## src/rtl/ecc_secded_pipe.sv

```systemverilog
// Two-stage pipelined SEC-DED decoder: stage 1 classifies the beat, stage 2 corrects it and
// re-encodes the check bits. Single valid/ready advance and saturating error counters.
module ecc_secded_pipe #(
    parameter int unsigned DATA_W = 32,
    parameter int unsigned CNT_W  = 16,
    localparam int unsigned R = (DATA_W <= 4)  ? 3 :
                                (DATA_W <= 11) ? 4 :
                                (DATA_W <= 26) ? 5 :
                                (DATA_W <= 57) ? 6 : 7,
    localparam int unsigned CW = R + 1
) (
    input  logic              clk,
    input  logic              rst_n,
    input  logic              corr_en,
    input  logic              cnt_clr,
    input  logic              in_valid,
    output logic              in_ready,
    input  logic [DATA_W-1:0] in_data,
    input  logic [CW-1:0]     in_chk,
    output logic              out_valid,
    input  logic              out_ready,
    output logic [DATA_W-1:0] out_data,
    output logic [CW-1:0]     out_chk,
    output logic              err_ce,
    output logic              err_ue,
    output logic [R-1:0]      err_syn,
    output logic [CNT_W-1:0]  cnt_ce,
    output logic [CNT_W-1:0]  cnt_ue
);

    localparam int unsigned N = DATA_W + R;

    // Codeword position of data bit j: the j-th non-power-of-two position from 3 upwards.
    function automatic int unsigned data_pos(int unsigned j);
        int unsigned k;
        int unsigned p;
        k = 0;
        p = 0;
        for (int unsigned q = 3; q <= N; q++) begin
            if ((q & (q - 1)) != 0) begin
                if (k == j) p = q;
                k++;
            end
        end
        return p;
    endfunction

    function automatic logic [R-1:0] ham(logic [DATA_W-1:0] d);
        logic [R-1:0] h;
        int unsigned  p;
        h = '0;
        for (int unsigned j = 0; j < DATA_W; j++) begin
            p = data_pos(j);
            for (int unsigned i = 0; i < R; i++) begin
                if (((p >> i) & 1) != 0) h[i] = h[i] ^ d[j];
            end
        end
        return h;
    endfunction

    function automatic logic [CW-1:0] encode(logic [DATA_W-1:0] d);
        logic [R-1:0] h;
        h = ham(d);
        return {^{d, h}, h};
    endfunction

    logic              adv;
    logic              hs_out;

    logic [R-1:0]      syn_d;
    logic              par_e;
    logic              ce_d;
    logic              ue_d;

    logic              s1_valid_q;
    logic [DATA_W-1:0] s1_data_q;
    logic [R-1:0]      s1_syn_q;
    logic              s1_ce_q;
    logic              s1_ue_q;
    logic              s1_corr_q;

    logic [DATA_W-1:0] cor_d;
    logic [CW-1:0]     chk_d;

    logic              out_valid_q;
    logic [DATA_W-1:0] out_data_q;
    logic [CW-1:0]     out_chk_q;
    logic              err_ce_q;
    logic              err_ue_q;
    logic [R-1:0]      err_syn_q;
    logic [CNT_W-1:0]  cnt_ce_q;
    logic [CNT_W-1:0]  cnt_ue_q;

    assign adv    = !out_valid_q || out_ready;
    assign hs_out = out_valid_q && out_ready;

    always_comb begin
        syn_d = ham(in_data) ^ in_chk[R-1:0];
        par_e = ^{in_data, in_chk};
        ce_d  = 1'b0;
        ue_d  = 1'b0;
        if (syn_d == '0) begin
            ce_d = par_e;
        end else if (!par_e) begin
            ue_d = 1'b1;
        end else if (32'(syn_d) <= N) begin
            ce_d = 1'b1;
        end else begin
            ue_d = 1'b1;
        end
    end

    // Only data positions flip; a syndrome pointing at a check bit leaves data untouched.
    always_comb begin
        cor_d = s1_data_q;
        for (int unsigned j = 0; j < DATA_W; j++) begin
            if (s1_corr_q && s1_ce_q && (s1_syn_q == R'(data_pos(j)))) begin
                cor_d[j] = !s1_data_q[j];
            end
        end
        chk_d = encode(cor_d);
    end

    always_ff @(posedge clk) begin
        if (!rst_n) begin
            s1_valid_q  <= 1'b0;
            s1_data_q   <= '0;
            s1_syn_q    <= '0;
            s1_ce_q     <= 1'b0;
            s1_ue_q     <= 1'b0;
            s1_corr_q   <= 1'b0;
            out_valid_q <= 1'b0;
            out_data_q  <= '0;
            out_chk_q   <= '0;
            err_ce_q    <= 1'b0;
            err_ue_q    <= 1'b0;
            err_syn_q   <= '0;
        end else if (adv) begin
            s1_valid_q  <= in_valid;
            s1_data_q   <= in_data;
            s1_syn_q    <= syn_d;
            s1_ce_q     <= ce_d;
            s1_ue_q     <= ue_d;
            s1_corr_q   <= corr_en;
            out_valid_q <= s1_valid_q;
            out_data_q  <= cor_d;
            out_chk_q   <= chk_d;
            err_ce_q    <= s1_valid_q && s1_ce_q;
            err_ue_q    <= s1_valid_q && s1_ue_q;
            err_syn_q   <= s1_syn_q;
        end
    end

    always_ff @(posedge clk) begin
        if (!rst_n || cnt_clr) begin
            cnt_ce_q <= '0;
            cnt_ue_q <= '0;
        end else begin
            if (hs_out && err_ce_q && (cnt_ce_q != '1)) cnt_ce_q <= cnt_ce_q + 1'b1;
            if (hs_out && err_ue_q && (cnt_ue_q != '1)) cnt_ue_q <= cnt_ue_q + 1'b1;
        end
    end

    assign in_ready  = adv;
    assign out_valid = out_valid_q;
    assign out_data  = out_data_q;
    assign out_chk   = out_chk_q;
    assign err_ce    = err_ce_q;
    assign err_ue    = err_ue_q;
    assign err_syn   = err_syn_q;
    assign cnt_ce    = cnt_ce_q;
    assign cnt_ue    = cnt_ue_q;

endmodule
```

## config.mk

```make
export PLATFORM = sky130hd
export DESIGN_NAME = ecc_secded_pipe
export DESIGN_NICKNAME = d
export VERILOG_FILES = /design/src/rtl/ecc_secded_pipe.sv
export SDC_FILE = /design/constraint.sdc
export NUM_CORES = 1
export LEC_CHECK = 0
export CAP_MARGIN = 30
export CORE_MARGIN = 2
export CORE_UTILIZATION = 45
export DETAILED_ROUTE_END_ITERATION = 7
export PLACE_DENSITY_LB_ADDON = 0.3
export SETUP_SLACK_MARGIN = 0.4
export SYNTH_ARGS = -nofsm -noshare
export SYNTH_HDL_FRONTEND = slang
export SYNTH_SLANG_ARGS = --single-unit
```

## constraint.sdc

```tcl
create_clock -name clk -period 4.1 [get_ports clk]
set_clock_uncertainty 0.15 [all_clocks]
set_input_delay 0.82 -clock clk [delete_from_list [all_inputs] [get_ports clk]]
set_output_delay 0.82 -clock clk [all_outputs]
set_load 0.005 [all_outputs]
```

==> results.txt, run 1 <==
status = completed
Critical Path AT = 3.55 ns
Critical Path RT = 4.25 ns
number of synthesized register bits = 122
critical path class = reg -> reg
final period utilization = 82.7%
Area Overhead vs Synth = 28.6%
fin area = 8780 um2
min cycle time layout = 3.39 ns
grt ovf = 0
XOR/XNOR Fraction of Synth Area = 29.9%
largest family of logic cells by synthesized area = XOR/XNOR gates
residual DRC count = 0
core area = 15000 um2
fillers = 1318
clk root buf = clkbuf_16
top-count cell post-synth = dfxtp_1
Starting Density = 45.4%
Die Area = 16200 um2
post-CTS setup buffer count = 0
DP HPWL = 12800 um
post-synthesis compound-gate area fraction = 10.8%
Worst-path clk slew = 0.05 ns
Top FF cell, synth = dfxtp_1
post-synthesis mux area share = 0.293%
share of layout cells above drive strength 1 = 5.78%
Final TNS setup = 0 ns
global-route wire length before repair = 27600 um
CTS Buf Count = 17
# setup viols final = 0
YS warnings = 0
Worst Setup End Kind = register
synth top area cells = dfxtp_1 36%, xnor2_1 16%, xnor3_1 7.3%, nand2_1 6.3%, nor2_1 4.7%
Pwr Density = 495 nW/um2
startpoint types = register
met2 GRT Util = 34.9%
DRT iter0 DRCs = 374
Synth top area share = 35.8%
met3 track demand over resource = 4.27%
max-slew violations = 0
placed instance area = 8210 um2
Worst-Margin Slew = 0.739 ns
IO Count = 126
Post-CTS Resized = 0
DR vias = 5582
post-cts hold buffer count = 0
leakage = 3.23 nW
initial antenna violation count = 0
Synth Area in Simple Gates = 19.6%
final hold violation count = 0
Vias/cell = 5.13
Antenna Nets Post-Route = 0
number of global-route vias before repair = 5221
Reg2Reg Setup Slack = 0.71 ns
clock sink count = 122
GR peak layer = met2
Die H = 127 um
Syn Inst Count = 780
number of synthesized flops with an enable pin = 0
TritonRoute pass-1 iters = 5
Hold Path Class = reg -> reg
Worst slew margin = 49.9%
CTS tree = yes
largest net degree at the start of global routing = 60
area leader, netlist = dfxtp_1
Synth async-reset ratio = 0%
drt total wl = 17100 um
I/O Buffers = 125
# nets final = 934
Die Wd = 127 um
RSZ-0062 raised after global routing = false
worst IR drop on VDD = 285 uV
GP Congestion = 0.917
# diodes = 0
H-tree levels = 4
post-DR wirelength/cell = 15.7 um
top cells by count, synth = 122 x dfxtp_1, 121 x xnor2_1, 114 x nand2_1
Max-cap violations = 0
Unique masters post-synth = 48
Synth Area in Adders = 0.367%
Bufs on Longest Clock Path = 2
GR Util met1 = 29.6%
Total GRT Usage = 21.7%
later-pin clock latency in the skew report = 0.42 ns
mean post-synth cell area = 8.75 um2
sequential fraction of the synthesis area = 35.8%
worst-path maximum fanout = 13
Mapped Nets = 827
Std-Cell Rows = 45
synthesized area = 6830 um2
fmax = 295 MHz
[flip-flops by register name, summed over array words and instances (netlist names), 6 cells and up]
signal     flops
s1_syn_q       6
cnt_ue        16
out_chk        7
s1_data_q     32
out_data      32
err_syn        6
cnt_ce        16
[path summary, 6_finish.rpt]
check / endpoint / from / cells after the start
worst max-delay path: out_chk[6]$_SDFFE_PN0P_ / s1_syn_q[4]$_SDFFE_PN0P_ / 8
worst min-delay path: err_syn[1]$_SDFFE_PN0P_ / err_syn[1]$_SDFFE_PN0P_ / 2
worst max register to register: out_chk[6]$_SDFFE_PN0P_ / s1_syn_q[4]$_SDFFE_PN0P_ / 8
worst min register to register: err_syn[1]$_SDFFE_PN0P_ / err_syn[1]$_SDFFE_PN0P_ / 2
[layout make-up]
class	count	area, um2	share of cell area, %
flip-flops and latches	122	2440	27.8
clock buffers	20	457	5.20
clock inverters	12	116	1.33
inverters	8	31.3	0.356
multi-input cells	604	4170	47.4
well taps	188	235	2.68
repair buffers	134	1330	15.2
[power breakdown]
part | switching (W) | internal, W | total (W)
Sequential | 0.000168 | 0.00131 | 0.00147
Combinational | 0.000668 | 0.000781 | 0.00145
Clock | 0.000553 | 0.000869 | 0.00142
[cell families after synthesis]
logic type,Yosys count
simple gates,295
xor+xnor,187
flops,122
compound gates,118
buf+inv,54
mux,2
fa+ha+maj,2
[routing by layer]
| layer | vias up | wire length (um) |
|---|---|---|
| li1 | 2853 | - |
| met1 | 2550 | 7920 |
| met2 | 158 | 8020 |
| met3 | 21 | 869 |
| met4 | 0 | 272 |
| met5 | - | 0 |
[cell usage in the layout (no fill, tap or decap), types with 3 or more instances in the layout]
cell type	Yosys	layout
clkdlybuf4s50_1	0	125
dfxtp_1	122	122
xnor2_1	121	121
nand2_1	114	114
nor2_1	85	85
a21oi_1	61	61
a211oi_1	38	38
xor2_1	36	36
nor3_1	30	30
xnor3_1	22	22
clkbuf_16	0	17
nand3_1	15	15
or3_1	10	10
o21ai_0	9	9
buf_4	2	8
nand2b_1	7	7
nand4_1	7	7
nor4_1	7	7
inv_1	6	6
clkinvlp_4	0	5
nand4b_1	4	4
and4_1	3	3
and3_1	3	3
xor3_1	3	3
clkinv_4	0	3
[stage by stage]
| stage | worst slack (ns) | cells | util [%] | hold slack [ns] | power [W] |
|---|---|---|---|---|---|
| after floorplan | 1.16 | 780 | - | 0.283 | 0.00252 |
| after global placement | 0.514 | 1056 | 54.6 | 0.291 | 0.00292 |
| after detailed placement | 0.450 | 1056 | 54.6 | 0.304 | 0.00294 |
| after CTS | 0.711 | 1088 | 58.4 | 0.314 | 0.00437 |
| after global routing | 0.494 | 1088 | 58.4 | 0.326 | 0.00457 |
| final | 0.708 | 1088 | 58.4 | 0.307 | 0.00434 |
[worst max-delay path, stage by stage (launching register included)]
cell	delay, ns
dfxtp_1	0.65
nand4b_1	0.47
or3_1	0.50
xnor2_1	0.25
xnor2_1	0.21
xnor2_1	0.14
xnor2_1	0.23
xnor3_1	0.46
o211a_1	0.21
Power figures use the tool's default switching activity.
==> inputs of run 2 (changes only) <==
clock period = 3.05 ns   (was 4.1 ns; I/O delays follow)
==> run 2 against run 1 <==
Compared with the run above: global-route usage rose by 1.8 points; register-to-register slack got worse by 0.54 ns; combinational power up 83%; sequential power up 31%; worst setup slack worse by 0.54 ns; core utilization up 7.3 points; sequential share of layout area decreased by 2.9 points; non-clock buffer count rose by 90; critical endpoint unchanged.
==> results.txt, run 2 (synthesis results as in run 1) <==
status = completed
Total GRT Usage = 23.5%
crit-path max cell delay = 0.38 ns
P_sw = 0.00212 W
grt ovf = 0
initial antenna violation count = 0
Worst Setup End Kind = register
Max-cap violations = 0
crit-path cells = buf_4 -> or3b_4 -> a2111oi_4 -> xnor2_1 -> xnor3_2 -> xnor2_2 -> xnor3_1 -> xnor3_1 -> o211a_1
Die Area = 16200 um2
GP Congestion = 0.885
clock sink count = 122
CP max stage cell = or3b_4
fillers = 1203
H-tree levels = 4
final period utilization = 94.4%
post-DR wirelength/cell = 16.1 um
Die H = 127 um
DRT iter0 DRCs = 319
final hold violation count = 0
Worst-path clk slew = 0.06 ns
# nets final = 1024
Critical Path AT = 3.04 ns
Worst-Margin Slew = 0.576 ns
RSZ-0062 raised after global routing = true
most common cell after layout, fill and taps aside = dfxtp_1
Std-Cell Rows = 45
Sw Share = 32.8%
clk root buf = clkbuf_16
DP HPWL = 13900 um
max-slew violations = 0
DR vias = 6107
Flop pwr share = 29.9%
worst-path maximum fanout = 6
Power Total = 0.00646 W
most frequent cells in the layout = 115 x dfxtp_1, 113 x nand2_1, 100 x clkdlybuf4s50_1
Pwr Density = 654 nW/um2
I/O Buffers = 125
Die Wd = 127 um
post-cts hold buffer count = 0
fin area = 9880 um2
clock share of power = 29.0%
residual DRC count = 0
leakage = 4.03 nW
IO Count = 126
TritonRoute pass-1 iters = 5
Vias/cell = 5.18
global-route wire length before repair = 29800 um
core area = 15000 um2
Critical Path RT = 3.21 ns
fmax = 347 MHz
Bufs on Longest Clock Path = 2
drt total wl = 19000 um
worst IR drop on VDD = 536 uV
Final TNS setup = 0 ns
CTS tree = yes
CTS Buf Count = 17
sequential standard cell area = 2460 um2
share of layout cells above drive strength 1 = 20.5%
number of global-route vias before repair = 5814
area taken by multi-input logic gates = 4530 um2
Antenna Nets Post-Route = 0
# setup viols final = 0
most frequent CP cell = xnor3_1
P_int = 0.00434 W
logic gate share of total power = 41.1%
min cycle time layout = 2.88 ns
largest net degree at the start of global routing = 124
# diodes = 0
Area Overhead vs Synth = 44.7%
Worst slew margin = 61.6%
placed instance area = 8810 um2
Starting Density = 45.4%
critical path class = reg -> reg
startpoint types = register
Hold Path Class = reg -> reg
later-pin clock latency in the skew report = 0.42 ns
## run 2: critical path, delay by kind of cell (launching register included)
family          cells  cell delay (ns)
simple gates        1             0.38
xor+xnor            5             1.20
buf+inv             1             0.15
compound gates      2             0.53
flops               1             0.37
## run 2: power by group through the flow
stage          logic (W)  clock network, W  registers (W)
3_5_place_dp     0.00233                 0        0.00195
4_1_cts          0.00246           0.00190        0.00192
2_1_floorplan    0.00152                 0        0.00189
5_1_grt          0.00284           0.00198        0.00195
3_3_place_gp     0.00231                 0        0.00195
6_report         0.00265           0.00187        0.00193
## run 2: timing repair
action,in CTS,in global routing
gates resized for setup,20,65
setup endpoints to repair,5,8
cloned,0,0
pin swaps,20,45
buffers inserted,8,8
hold endpoints to repair,0,0
## run 2: worst paths after layout
kind | startpoint | endpoint | slack [ns] | cells past startpoint
max | s1_syn_q[5]$_SDFFE_PN0P_ | out_chk[6]$_SDFFE_PN0P_ | 0.17 | 9
min | err_syn[0]$_SDFFE_PN0P_ | err_syn[0]$_SDFFE_PN0P_ | 0.30 | 2
max reg2reg | s1_syn_q[5]$_SDFFE_PN0P_ | out_chk[6]$_SDFFE_PN0P_ | 0.17 | 9
min reg2reg | err_syn[0]$_SDFFE_PN0P_ | err_syn[0]$_SDFFE_PN0P_ | 0.30 | 2
## run 2: area by class of cell
cell class              count  area share [%]
clock inverters            13            1.11
clock buffers              19            4.59
well taps                 188            2.38
multi-input cells         604            45.9
inverters                   8           0.317
flip-flops and latches    122            24.9
repair buffers            224            20.9
## run 2: per-stage QoR
stage	setup slack (ns)	utilization [%]	std cells	hold slack (ns)
floorplan	0.397	-	780	0.283
global placement	-0.116	58.6	1130	0.290
detailed placement	-0.139	58.6	1130	0.296
CTS	0.173	63.5	1170	0.304
global route	0.0856	65.7	1178	0.328
finish	0.171	65.7	1178	0.300
## run 2: layer usage
metal / track usage (%) / part of all wire, %
met3: 4.98 / 4.4
met5: 0 / 0
met2: 38.8 / 49
met4: 7.89 / 2.4
met1: 30.8 / 44
